$ cat src/rtl/operand_sel.sv
// Operand resolution and hold stage between the bypass network and EX.
// Optional write-back collision bypass is enabled by defining OPSEL_WB_BYPASS_EN.
module operand_sel #(
    parameter int STALL_W = 9
) (
    input  logic               clk,
    input  logic               rst,
    input  logic               flush,
    input  logic [STALL_W-1:0] stall,
    input  logic               id_valid,
    input  logic [4:0]         rs_rf_raddr,
    input  logic [4:0]         rt_rf_raddr,
    input  logic               sel_rs_forward_r,
    input  logic               sel_rt_forward_r,
    input  logic [31:0]        rs_forward_data_r,
    input  logic [31:0]        rt_forward_data_r,
    input  logic [31:0]        rs_rf_rdata,
    input  logic [31:0]        rt_rf_rdata,
    input  logic               wb_we,
    input  logic [4:0]         wb_waddr,
    input  logic [31:0]        wb_wdata,
    output logic               ex_valid,
    output logic [31:0]        ex_rs_data,
    output logic [31:0]        ex_rt_data,
    output logic [4:0]         ex_rs_addr,
    output logic [4:0]         ex_rt_addr
);

    localparam int  STALL_IDEX = 3;
    localparam int  STALL_EX   = 4;
    localparam logic STOP      = 1'b1;

    logic        r_ex_valid;
    logic [4:0]  r_rs_addr;
    logic [4:0]  r_rt_addr;
    logic        r_hold_flag;
    logic [31:0] r_hold_rs;
    logic [31:0] r_hold_rt;

    logic        w_idex_stop;
    logic        w_ex_stop;
    logic [31:0] w_live_rs;
    logic [31:0] w_live_rt;

    assign w_idex_stop = (stall[STALL_IDEX] == STOP);
    assign w_ex_stop   = (stall[STALL_EX] == STOP);

    // Only the ID/EX and EX boundary bits matter to this stage.
    logic w_unused_stall;
    assign w_unused_stall = ^{stall[STALL_W-1:STALL_EX+1], stall[STALL_IDEX-1:0]};

    always_ff @(posedge clk or posedge rst) begin
        if (rst) begin
            r_ex_valid <= 1'b0;
            r_rs_addr  <= 5'd0;
            r_rt_addr  <= 5'd0;
        end else if (flush) begin
            r_ex_valid <= 1'b0;
            r_rs_addr  <= 5'd0;
            r_rt_addr  <= 5'd0;
        end else if (w_idex_stop && !w_ex_stop) begin
            // ID held but EX moving on: insert a bubble
            r_ex_valid <= 1'b0;
            r_rs_addr  <= 5'd0;
            r_rt_addr  <= 5'd0;
        end else if (!w_idex_stop) begin
            r_ex_valid <= id_valid;
            r_rs_addr  <= rs_rf_raddr;
            r_rt_addr  <= rt_rf_raddr;
        end
    end

`ifdef OPSEL_WB_BYPASS_EN
    // Read-first register file: a write landing this cycle is not yet in rf_rdata.
    logic w_wb_hit_rs;
    logic w_wb_hit_rt;
    assign w_wb_hit_rs = wb_we && (wb_waddr == r_rs_addr) && (r_rs_addr != 5'd0) && !sel_rs_forward_r;
    assign w_wb_hit_rt = wb_we && (wb_waddr == r_rt_addr) && (r_rt_addr != 5'd0) && !sel_rt_forward_r;

    always_comb begin
        w_live_rs = sel_rs_forward_r ? rs_forward_data_r : rs_rf_rdata;
        w_live_rt = sel_rt_forward_r ? rt_forward_data_r : rt_rf_rdata;
        if (w_wb_hit_rs) w_live_rs = wb_wdata;
        if (w_wb_hit_rt) w_live_rt = wb_wdata;
    end
`else
    logic w_unused_wb;
    assign w_unused_wb = ^{wb_we, wb_waddr, wb_wdata};

    always_comb begin
        w_live_rs = sel_rs_forward_r ? rs_forward_data_r : rs_rf_rdata;
        w_live_rt = sel_rt_forward_r ? rt_forward_data_r : rt_rf_rdata;
    end
`endif

    // The rf read port drifts during a stall, so the first-cycle operands are frozen here.
    always_ff @(posedge clk or posedge rst) begin
        if (rst) begin
            r_hold_flag <= 1'b0;
            r_hold_rs   <= 32'd0;
            r_hold_rt   <= 32'd0;
        end else if (flush) begin
            r_hold_flag <= 1'b0;
            r_hold_rs   <= 32'd0;
            r_hold_rt   <= 32'd0;
        end else if (w_ex_stop) begin
            if (r_ex_valid && !r_hold_flag) begin
                r_hold_flag <= 1'b1;
                r_hold_rs   <= w_live_rs;
                r_hold_rt   <= w_live_rt;
            end
        end else begin
            r_hold_flag <= 1'b0;
        end
    end

    always_comb begin
        ex_valid   = r_ex_valid;
        ex_rs_addr = r_rs_addr;
        ex_rt_addr = r_rt_addr;
        ex_rs_data = 32'd0;
        ex_rt_data = 32'd0;
        if (r_ex_valid) begin
            ex_rs_data = r_hold_flag ? r_hold_rs : w_live_rs;
            ex_rt_data = r_hold_flag ? r_hold_rt : w_live_rt;
        end
    end

endmodule

$ cat config.mk
export PLATFORM = sky130hd
export DESIGN_NAME = operand_sel
export DESIGN_NICKNAME = d
export VERILOG_FILES = /design/src/rtl/operand_sel.sv
export SDC_FILE = /design/constraint.sdc
export NUM_CORES = 1
export LEC_CHECK = 0
export CAP_MARGIN = 20
export CORE_MARGIN = 3
export CORE_UTILIZATION = 37
export DETAILED_ROUTE_END_ITERATION = 10
export GPL_TIMING_DRIVEN = 0
export PLACE_DENSITY = 0.84
export SLEW_MARGIN = 20
export SYNTH_ARGS = -nofsm -noshare
export SYNTH_HDL_FRONTEND = slang
export SYNTH_SLANG_ARGS = --single-unit
$ cat constraint.sdc
create_clock -name clk -period 2.3 [get_ports clk]
set_input_delay 0.575 -clock clk [delete_from_list [all_inputs] [get_ports clk]]
set_output_delay 0.575 -clock clk [all_outputs]
set_load 0.005 [all_outputs]
==> metrics.md, run 1 <==
| Metric | Value |
|---|---|
| Result of the run | finished, final reports clean |
| Time the final worst path needs with I/O delays and setup | 2.25 ns |
| Total via count after detailed routing | between 4,000 and 5,000 |
| Mean instance size in the synthesized netlist | between 10 and 15 µm² |
| Count of pins over their slew limit | 0 |
| Combinational family with the most area after synthesis | compound AO/OA/AOI/OAI gates |
| Die outline area | approximately 16,000 µm² |
| Count of mapped cells out of synthesis | 490 |
| Type of destination of the critical path | primary output |
| Antenna violations before repair | 0 |
| Antenna diode count | 0 |
| Die Span X | between 100 and 150 µm |
| TritonRoute pass-1 iters | 4 |
| Highest clock frequency the design can meet | approximately 450 MHz |
| Worst path arrival time | 1.67 ns |
| Post-Route Hold Slack | 0.552 ns |
| Share of synthesized area spent on multiplexers | 12.2% |
| Maximum number of pins on one net before global-route repair | 35 |
| Simple-Gate Fraction of Synth Area | 18.0% |
| Hold buffer count at CTS | 0 |
| Antenna Nets Post-Route | 0 |
| Tot GR Track Use | 20.4% |
| Clock Latency Late Sink | approximately 0.33 ns |
| Static power due to leakage | roughly 3.4 nW |
| Complex-gate fraction of the synthesized area | 25.7% |
| Share of the synthesized netlist area taken by xor and xnor gates | 0% |
| Number of global-route vias before repair | 5,220 |
| Cts bufs inserted | 9 |
| Post-route fraction of the period consumed by the critical path | between 90 and 100% |
| DRC violations left | 0 |
| Via density per instance | 5.28 |
| Remaining max-slew budget at the tightest pin | 71.7% |
| Wire per inst | between 15 and 20 µm |
| Launching element type of the critical path | flop |
| Commonest cells after routing, fill and taps aside | sky130_fd_sc_hd__clkdlybuf4s50_1 (154), sky130_fd_sc_hd__nand2b_1 (75), sky130_fd_sc_hd__dfrtp_1 (75), sky130_fd_sc_hd__nor2b_1 (64), sky130_fd_sc_hd__mux2i_1 (62) |
| Detailed router's first-iteration violation count | 191 |
| Max H-tree Level | 3 |
| Slew at the pin closest to its max-slew limit | approximately 0.43 ns |
| Layout cells sized above 1 | 28.6% |
| Count of buffers from port buffering | approximately 220 |
| Critical path capture point | ex_rs_data[2] |
| Maximum clock skew at final layout | 0.00996 ns |
| Global-route wire length before repair | 26.6 mm |
| Seq cells post-synth | 76 |
| Clock-pin slew of the registers on the worst-case setup and hold paths | 0.05 ns |
| Most common library cell in the layout ignoring fill and taps | sky130_fd_sc_hd__clkdlybuf4s50_1 |
| Top fanout value on the critical path | 10 |
| Max rail drop VDD | 401 µV |
| Max-cap violation count | 0 |
| Final total negative setup slack | 0 ns |
| Clock Path Buffers | 2 |
| Detailed placement HPWL | about 12 mm |
| Worst-case setup slack after placement | -0.328 ns |
| Buffer cell driving the clock tree root | sky130_fd_sc_hd__clkbuf_16 |
| Count of nets after finishing | 915 |
| Minimum setup slack in the final design | 0.0544 ns |
| Worst r2r path cells | 6 |
| Starting Density | 38.8% |
| Synth warn | 0 |
| Number of placed I/O pins | 266 |
| Area Growth Syn to Fin | 50.6% |
| Sink count of the clock tree | 76 |
| PD cells | 439 nW/µm² |
| Area of the core region | 13,600 µm² |
| Worst R2R Start | r_hold_flag$_DFFE_PP0P_ |
| Terminus of the critical flop-to-flop path | r_hold_rs[29]$_DFFE_PP0P_ |
| Required time of the critical path | 1.73 ns |
| Congestion Overflow GR | 0 |
| Post-Synth Adder-Cell Area | 0% |
| Crit path kind | flop to primary output |
| Number of rows created at floorplan | 42 |
| Library cells used by synthesis | 19 |
| Clock tree from TritonCTS | yes |
| Total count of hold-check failures in the final report | 0 |
| Post-route insts no fill | 903 |
| Sequential fraction of the synthesis area | 36.2% |
| Final number of setup-violating endpoints | 0 |
| Routability-driven placement congestion ratio | 0.830 |
| Mapped Area | ~5300 µm² |
| Cells after DPL | 886 |
| Class of the tightest hold or removal check | flop to flop |
| Register-to-register setup slack | 0.78 ns |
| Number of nets in the synthesized netlist | ~680 |
| Final WL | 16.4 mm |
| Overall die height | 125 µm |
| Start point of the critical path | r_hold_flag$_DFFE_PP0P_ |
[power by group]
group          switching [mW]  internal (mW)  total [mW]
Clock                   0.523          0.742        1.27
Sequential             0.0229           1.37        1.40
Combinational           0.351          0.460       0.811
Total                   0.897           2.58        3.47
[worst max-delay path: stages, from the launching register on]
cell and delay (ns):
sky130_fd_sc_hd__dfrtp_1 0.41, sky130_fd_sc_hd__buf_6 0.17, sky130_fd_sc_hd__buf_2 0.16, sky130_fd_sc_hd__nor2b_1 0.14
sky130_fd_sc_hd__a211oi_1 0.22, sky130_fd_sc_hd__clkdlybuf4s15_1 0.25
[worst min-delay path by stage]
stage	endpoint	start	slack (ns)	cells after the start
after floorplan	r_hold_rt[3]$_DFFE_PP0P_	r_hold_rt[3]$_DFFE_PP0P_	0.52	2
after global placement	r_hold_rt[9]$_DFFE_PP0P_	r_hold_rt[9]$_DFFE_PP0P_	0.54	2
after detailed placement	r_hold_rt[11]$_DFFE_PP0P_	r_hold_rt[11]$_DFFE_PP0P_	0.54	2
after CTS	ex_rs_addr[0]$_DFFE_PP0P_	ex_rs_addr[0]$_DFFE_PP0P_	0.55	2
after global routing	r_hold_rs[12]$_DFFE_PP0P_	rst	0.58	2
final	ex_rs_addr[0]$_DFFE_PP0P_	ex_rs_addr[0]$_DFFE_PP0P_	0.55	2
[final cells by class]
class                      count  area, µm²
sequential                    76       1900
buffer                        54        477
fill                        1153       5640
multi-input combinational    356       3050
inverter                       4       18.8
clock buffer                  11        243
tap                          176        220
clock inverter                 3       15.0
timing repair buffer         223       1990
[registers in the layout (all words and copies together), names as in the netlist]
| name | flops |
|---|---|
| r_hold_rt | 32 |
| ex_rs_addr | 5 |
| ex_valid | 1 |
| r_hold_rs | 32 |
| r_hold_flag | 1 |
| ex_rt_addr | 5 |
[through the flow]
stage | instance area [µm²] | util (%) | total power [mW]
final | 7920 | 58.4 | 3.47
after global routing | 7920 | 58.4 | 3.62
after CTS | 8000 | 59.0 | 3.49
after detailed placement | 7700 | 56.8 | 2.24
after global placement | 7660 | 56.5 | 2.21
after floorplan | 5260 | - | 1.79
[logic make-up (layout without fill, tap and decap cells)]
group / after synthesis / after routing
buffers and inverters: 58 / 295
AOI/OAI and AO/OA: 140 / 140
and+or+nand+nor: 152 / 152
muxes: 64 / 64
DFF: 76 / 76
[synth_stat cells, drive strengths merged]
| library cell | count | area [µm²] |
|---|---|---|
| a21oi | 11 | 55.1 |
| inv | 4 | 15.0 |
| clkbuf | 17 | 63.8 |
| nand4bb | 1 | 11.3 |
| and3b | 1 | 8.76 |
| nand2b | 75 | 469 |
| buf | 37 | 340 |
| nand3 | 11 | 55.1 |
| o22ai | 64 | 776 |
| a211oi | 65 | 518 |
| nor2b | 64 | 400 |
| dfrtp | 76 | 1900 |
| mux2i | 64 | 641 |
[layer usage]
metal / global-route usage (%) / vias to the layer above / part of all wire, %
li1: - / 2249 / -
met1: 26.0 / 2307 / 42
met2: 35.1 / 188 / 50
met3: 4.61 / 24 / 5.7
met4: 5.55 / 0 / 1.9
met5: 0 / - / 0
[what timing repair did]
action                                  4_1_cts  5_1_grt
pin swaps                                     2        2
gates resized for setup                     114      128
endpoints found under the setup margin       64       64
buffers inserted                              1        2
Note: power is estimated with default switching activity, not from simulation.
==> run 2, diff against run 1 <==
CORE_ASPECT_RATIO = 1.1   (was not set)
==> run 2 against run 1 <==
Net effect: wire length is 0.24% higher; global-route usage is 0.16 points higher; total power rose by 7.9%; core utilization fell by 1.1 points; critical path depth is 1 lower; via count is 0.57% lower; fmax fell by 2.3%; sequential power hardly changed; non-clock buffer count decreased by 1; clock power grew 22%; sequential cell count is the same; clock skew shrank 0.0030 ns; critical endpoint is now ex_rt_data[24]; largest cell class unchanged; highest routed layer unchanged.
==> metrics.md, run 2 (synthesized netlist as in run 1, its figures left out) <==
| Metric | Value |
|---|---|
| Commonest cells after routing, fill and taps aside | sky130_fd_sc_hd__clkdlybuf4s50_1 (154), sky130_fd_sc_hd__dfrtp_1 (76), sky130_fd_sc_hd__nand2b_1 (75), sky130_fd_sc_hd__nor2b_1 (64), sky130_fd_sc_hd__mux2i_1 (63) |
| Static power due to leakage | roughly 3.4 nW |
| Number of placed I/O pins | 266 |
| Time the final worst path needs with I/O delays and setup | 2.30 ns |
| Area Growth Syn to Fin | 51.0% |
| Number of fill cells | ~1,200 |
| Total count of hold-check failures in the final report | 0 |
| Wire per inst | roughly 18 µm |
| Antenna diode count | 0 |
| Count of buffers from port buffering | 218 |
| Routability-driven placement congestion ratio | about 0.85 |
| Post-route fraction of the period consumed by the critical path | 100% |
| DRC violations left | 0 |
| Worst path arrival time | 1.72 ns |
| Number of rows created at floorplan | 45 |
| Remaining max-slew budget at the tightest pin | a little under three quarters |
| Max-cap violation count | 0 |
| Crit path kind | input port to primary output |
| Max rail drop VDD | about 260 µV |
| Total via count after detailed routing | 4,741 |
| Detailed router's first-iteration violation count | 189 |
| Overall die height | 131 µm |
| Starting Density | 37.9% |
| Buffer cell driving the clock tree root | sky130_fd_sc_hd__clkbuf_16 |
| Area of the core region | between 10,000 and 15,000 µm² |
| Die Span X | 120 µm |
| Clock Path Buffers | 2 |
| Maximum clock skew at final layout | 0.00696 ns |
| Launching element type of the critical path | input port |
| Top Metal Used | met4 |
| Routed length on met3 | approximately 950 µm |
| Top fanout value on the critical path | 2 |
| Clock tree from TritonCTS | yes |
| Antenna violations before repair | 0 |
| Hold buffer count at CTS | 0 |
| Clock-pin slew of the registers on the worst-case setup and hold paths | 0.06 ns |
| Amount of wire on met2 after detailed routing | around 8.4 mm |
| Cts bufs inserted | 9 |
| Max H-tree Level | 3 |
| Type of destination of the critical path | primary output |
| Final WL | approximately 16 mm |
| Post-route insts no fill | 916 |
| Number of global-route vias before repair | 5,075 |
| Final number of setup-violating endpoints | 0 |
| Congestion Overflow GR | 0 |
| Highest clock frequency the design can meet | around 430 MHz |
| Cells after DPL | 898 |
| Die outline area | 15,700 µm² |
| Layout cells sized above 1 | 30.2% |
| Registers with the most flip-flops | r_hold_rs x32, r_hold_rt x32 |
| Global-route wire length before repair | 26.1 mm |
| Count of pins over their slew limit | 0 |
| Slew at the pin closest to its max-slew limit | 0.431 ns |
| Met1 Routed Length | around 7 mm |
| Most common library cell in the layout ignoring fill and taps | sky130_fd_sc_hd__clkdlybuf4s50_1 |
| Class of the tightest hold or removal check | flop to flop |
| Count of nets after finishing | 914 |
| Tot GR Track Use | just over 20% |
| Result of the run | finished, final reports clean |
| Required time of the critical path | between 1.5 and 2 ns |
| Sink count of the clock tree | 76 |
| Maximum number of pins on one net before global-route repair | 35 |
| Detailed placement HPWL | 12.6 mm |
| Antenna Nets Post-Route | 0 |
| PD cells | 473 nW/µm² |
| TritonRoute pass-1 iters | 4 |
| Worst-case setup slack after placement | -0.387 ns |
| Clock Latency Late Sink | approximately 0.33 ns |
| Minimum setup slack in the final design | 0.000637 ns |
| Via density per instance | 5.18 |
## run 2: power breakdown
part	internal [mW]	leakage (nW)	switching [mW]	total (mW)
clock network	0.956	0.148	0.591	1.55
registers	1.37	1.05	0.0226	1.40
logic	0.457	2.24	0.349	0.806
total	2.79	3.43	0.964	3.75
## run 2: layout make-up
cell class | count | area [µm²] | share of cell area (%)
Sequential cell | 76 | 1900 | 24.0
Clock inverter | 7 | 100 | 1.26
Tap cell | 188 | 235 | 2.96
Clock buffer | 9 | 225 | 2.84
Buffer | 54 | 467 | 5.88
Timing Repair Buffer | 222 | 1930 | 24.4
Inverter | 4 | 18.8 | 0.237
Multi-Input combinational cell | 356 | 3050 | 38.5
## run 2: repair_timing
item                       CTS  global route
pin swaps                    0             3
resized for setup          138           121
setup endpoints to repair   64            63
setup buffers                0             2
## run 2: critical path: stages
cell and delay (ns):
sky130_fd_sc_hd__clkdlybuf4s50_1 0.49, sky130_fd_sc_hd__mux2i_1 0.12, sky130_fd_sc_hd__a211oi_1 0.29, sky130_fd_sc_hd__clkdlybuf4s15_2 0.25
## run 2: worst paths after layout
| kind | start | endpoint | slack (ns) | cells after the start |
|---|---|---|---|---|
| min in group asynchronous | rst | ex_rt_addr[1]$_DFFE_PP0P_ | 0.59 | 2 |
| max | rt_forward_data_r[24] | ex_rt_data[24] | 0.0006 | 4 |
| min reg2reg | r_hold_rs[31]$_DFFE_PP0P_ | r_hold_rs[31]$_DFFE_PP0P_ | 0.56 | 2 |
| min | r_hold_rs[31]$_DFFE_PP0P_ | r_hold_rs[31]$_DFFE_PP0P_ | 0.56 | 2 |
| max in group asynchronous | rst | r_hold_rs[11]$_DFFE_PP0P_ | 1.20 | 3 |
| max reg2reg | ex_valid$_DFFE_PP0P_ | r_hold_rs[27]$_DFFE_PP0P_ | 0.96 | 5 |
## run 2: per-layer routing
metal  track usage [%]  up-vias
li1                  -     2247
met1              25.1     2315
met2              36.2      157
met3              4.48       22
met4              7.61        0
met5                 0        -
## run 2: metrics by stage
stage	TNS (ns)	hold slack [ns]	instance area [µm²]	utilization, %	power [mW]
floorplan	0	0.523	5260	-	1.79
global placement	-16.72	0.537	7680	55.4	2.21
detailed placement	-14.85	0.540	7720	55.7	2.24
CTS	-0.0212	0.559	8100	58.5	3.78
global route	-0.00442	0.572	7940	57.3	3.89
finish	0	0.559	7940	57.3	3.75
==> run 3, diff against run 2 <==
SETUP_SLACK_MARGIN = 0.02   (was not set)
SKIP_CTS_REPAIR_TIMING = 1   (was not set)
==> run 3 against run 2 <==
Net effect: register-to-register slack about the same; worst setup slack improved by 0.087 ns; sequential share of layout area decreased by 0.84 points; first-iteration DRC count decreased by 11%; fmax increased by 3.9%; combinational power increased by 2%; worst hold slack about the same; largest cell class unchanged.
==> metrics.md, run 3 (synthesized netlist as in run 1, its figures left out) <==
| Metric | Value |
|---|---|
| Result of the run | finished, final reports clean |
| Global-route wire length before repair | 26.0 mm |
| Starting Density | 37.9% |
| Clock Path Buffers | 2 |
| Via density per instance | ~5.2 |
| Top fanout value on the critical path | 10 |
| Number of rows created at floorplan | 45 |
| Tot GR Track Use | approximately a fifth |
| Slew at the pin closest to its max-slew limit | 0.615 ns |
| Layout cells sized above 1 | roughly a quarter |
| Total via count after detailed routing | 4,725 |
| Worst r2r path cells | 5 |
| Congestion Overflow GR | 0 |
| Maximum clock skew at final layout | about 0.0070 ns |
| Commonest cells after routing, fill and taps aside | sky130_fd_sc_hd__clkdlybuf4s50_1 (154), sky130_fd_sc_hd__dfrtp_1 (76), sky130_fd_sc_hd__nand2b_1 (75), sky130_fd_sc_hd__nor2b_1 (64), sky130_fd_sc_hd__mux2i_1 (63) |
| Time the final worst path needs with I/O delays and setup | 2.21 ns |
| Antenna Nets Post-Route | 0 |
| Clock Latency Late Sink | 0.33 ns |
| Area of the core region | between 10,000 and 15,000 µm² |
| Register-to-register setup slack | 0.96 ns |
| Post-Route Hold Slack | 0.559 ns |
| PD cells | about 460 nW/µm² |
| TritonRoute pass-1 iters | 4 |
| Max-cap violation count | 0 |
| Class of the tightest hold or removal check | flop to flop |
| Cts bufs inserted | 9 |
| Number of cells on the worst hold path | 2 |
| Launching element type of the critical path | flop |
| Registers with the most flip-flops | r_hold_rs x32, r_hold_rt x32 |
| Die outline area | 15,700 µm² |
| Unrepaired setup endpoints after global routing | no |
| Sink count of the clock tree | between 70 and 80 |
| Most common library cell in the layout ignoring fill and taps | sky130_fd_sc_hd__clkdlybuf4s50_1 |
| Die Span X | 120 µm |
| Count of buffers from port buffering | 218 |
| Crit path kind | flop to primary output |
| Final number of setup-violating endpoints | 0 |
| Total count of hold-check failures in the final report | 0 |
| Max H-tree Level | 3 |
| Terminus of the critical flop-to-flop path | r_hold_rs[27]$_DFFE_PP0P_ |
| Highest clock frequency the design can meet | 452 MHz |
| Type of destination of the critical path | primary output |
| Wire per inst | 18.2 µm |
| DRC violations left | 0 |
| Antenna violations before repair | 0 |
| Detailed placement HPWL | 12.6 mm |
| Number of global-route vias before repair | roughly 5,000 |
| Overall die height | 131 µm |
| Number of placed I/O pins | 266 |
| Post-route fraction of the period consumed by the critical path | roughly 96% |
| Startpoint of the tightest hold check path | r_hold_rs[31]$_DFFE_PP0P_ |
| Final WL | 16.6 mm |
| Count of pins over their slew limit | 0 |
| Clock-pin slew of the registers on the worst-case setup and hold paths | 0.06 ns |
| Static power due to leakage | 4.12 nW |
| Final core area utilization | 59.4% |
| Area Growth Syn to Fin | 56.5% |
| Count of nets after finishing | 914 |
| Max rail drop VDD | 264 µV |
| Required time of the critical path | between 1.5 and 2 ns |
| Detailed router's first-iteration violation count | 168 |
| Clock tree from TritonCTS | yes |
| Hold EP | r_hold_rs[31]$_DFFE_PP0P_ |
| Maximum number of pins on one net before global-route repair | 35 |
| Remaining max-slew budget at the tightest pin | 59.0% |
| Worst path arrival time | approximately 1.6 ns |
| Worst R2R Start | ex_valid$_DFFE_PP0P_ |
| Antenna diode count | 0 |
| Buffer cell driving the clock tree root | sky130_fd_sc_hd__clkbuf_16 |
| Routability-driven placement congestion ratio | about 0.85 |
## run 3: cell count changes in the layout (fill, tap and decap cells not counted)
cell	before	now
sky130_fd_sc_hd__dlymetal6s2s_1	0	42
sky130_fd_sc_hd__clkbuf_2	54	18
sky130_fd_sc_hd__buf_4	21	16
sky130_fd_sc_hd__clkdlybuf4s15_2	2	0
sky130_fd_sc_hd__clkbuf_1	8	9
sky130_fd_sc_hd__clkbuf_4	5	6
sky130_fd_sc_hd__clkdlybuf4s15_1	1	0
## run 3: worst max-delay path by stage
stage,startpoint,end,slack [ns],cells past startpoint
2_1_floorplan,sel_rs_forward_r,ex_rs_data[0],0.48,4
3_3_place_gp,rt_forward_data_r[0],ex_rt_data[0],-0.37,4
3_5_place_dp,rt_forward_data_r[0],ex_rt_data[0],-0.39,4
4_1_cts,r_hold_flag$_DFFE_PP0P_,ex_rt_data[25],-0.58,5
5_1_grt,ex_valid$_DFFE_PP0P_,ex_rs_data[17],0.008,5
6_report,r_hold_flag$_DFFE_PP0P_,ex_rt_data[9],0.09,5
## run 3: critical path, cell delays in order, from the launching register on
cell	delay, ns
sky130_fd_sc_hd__dfrtp_1	0.42
sky130_fd_sc_hd__buf_6	0.17
sky130_fd_sc_hd__buf_2	0.17
sky130_fd_sc_hd__nor2b_1	0.14
sky130_fd_sc_hd__a211oi_1	0.24
sky130_fd_sc_hd__dlymetal6s2s_1	0.17
## run 3: report_power, final
group          internal (mW)  switching (mW)  leakage [nW]
Clock                  0.956           0.593         0.148
Sequential              1.37          0.0229          1.05
Combinational          0.472           0.349          2.92
Total                   2.80           0.965          4.12
## run 3: layout make-up
type | count | area [µm²]
clock buffers | 9 | 225
fillers | 1181 | 5630
multi-input cells | 356 | 3050
well taps | 188 | 235
clock inverters | 7 | 100
flip-flops and latches | 76 | 1900
inverters | 4 | 18.8
plain buffers | 54 | 455
repair buffers | 222 | 2230
## run 3: layer usage
layer / vias up / track usage [%] / wire [µm] / share of wire [%]
met4: 0 / 7.55 / 300 / 1.8
met3: 22 / 4.61 / 953 / 5.7
li1: 2252 / - / - / -
met5: - / 0 / 0 / 0
met1: 2292 / 25.1 / 6840 / 41
met2: 159 / 35.9 / 8550 / 51
## run 3: metrics by stage
step | total power [mW] | worst slack, ns | instance area, µm² | cells | setup TNS [ns]
global route | 3.91 | 0.00836 | 8220 | 916 | 0
finish | 3.77 | 0.0873 | 8220 | 916 | 0
detailed placement | 2.24 | -0.387 | 7720 | 898 | -14.85
CTS | 3.80 | -0.577 | 8040 | 914 | -32.13
global placement | 2.21 | -0.371 | 7680 | 896 | -16.72
floorplan | 1.79 | 0.479 | 5260 | 490 | 0
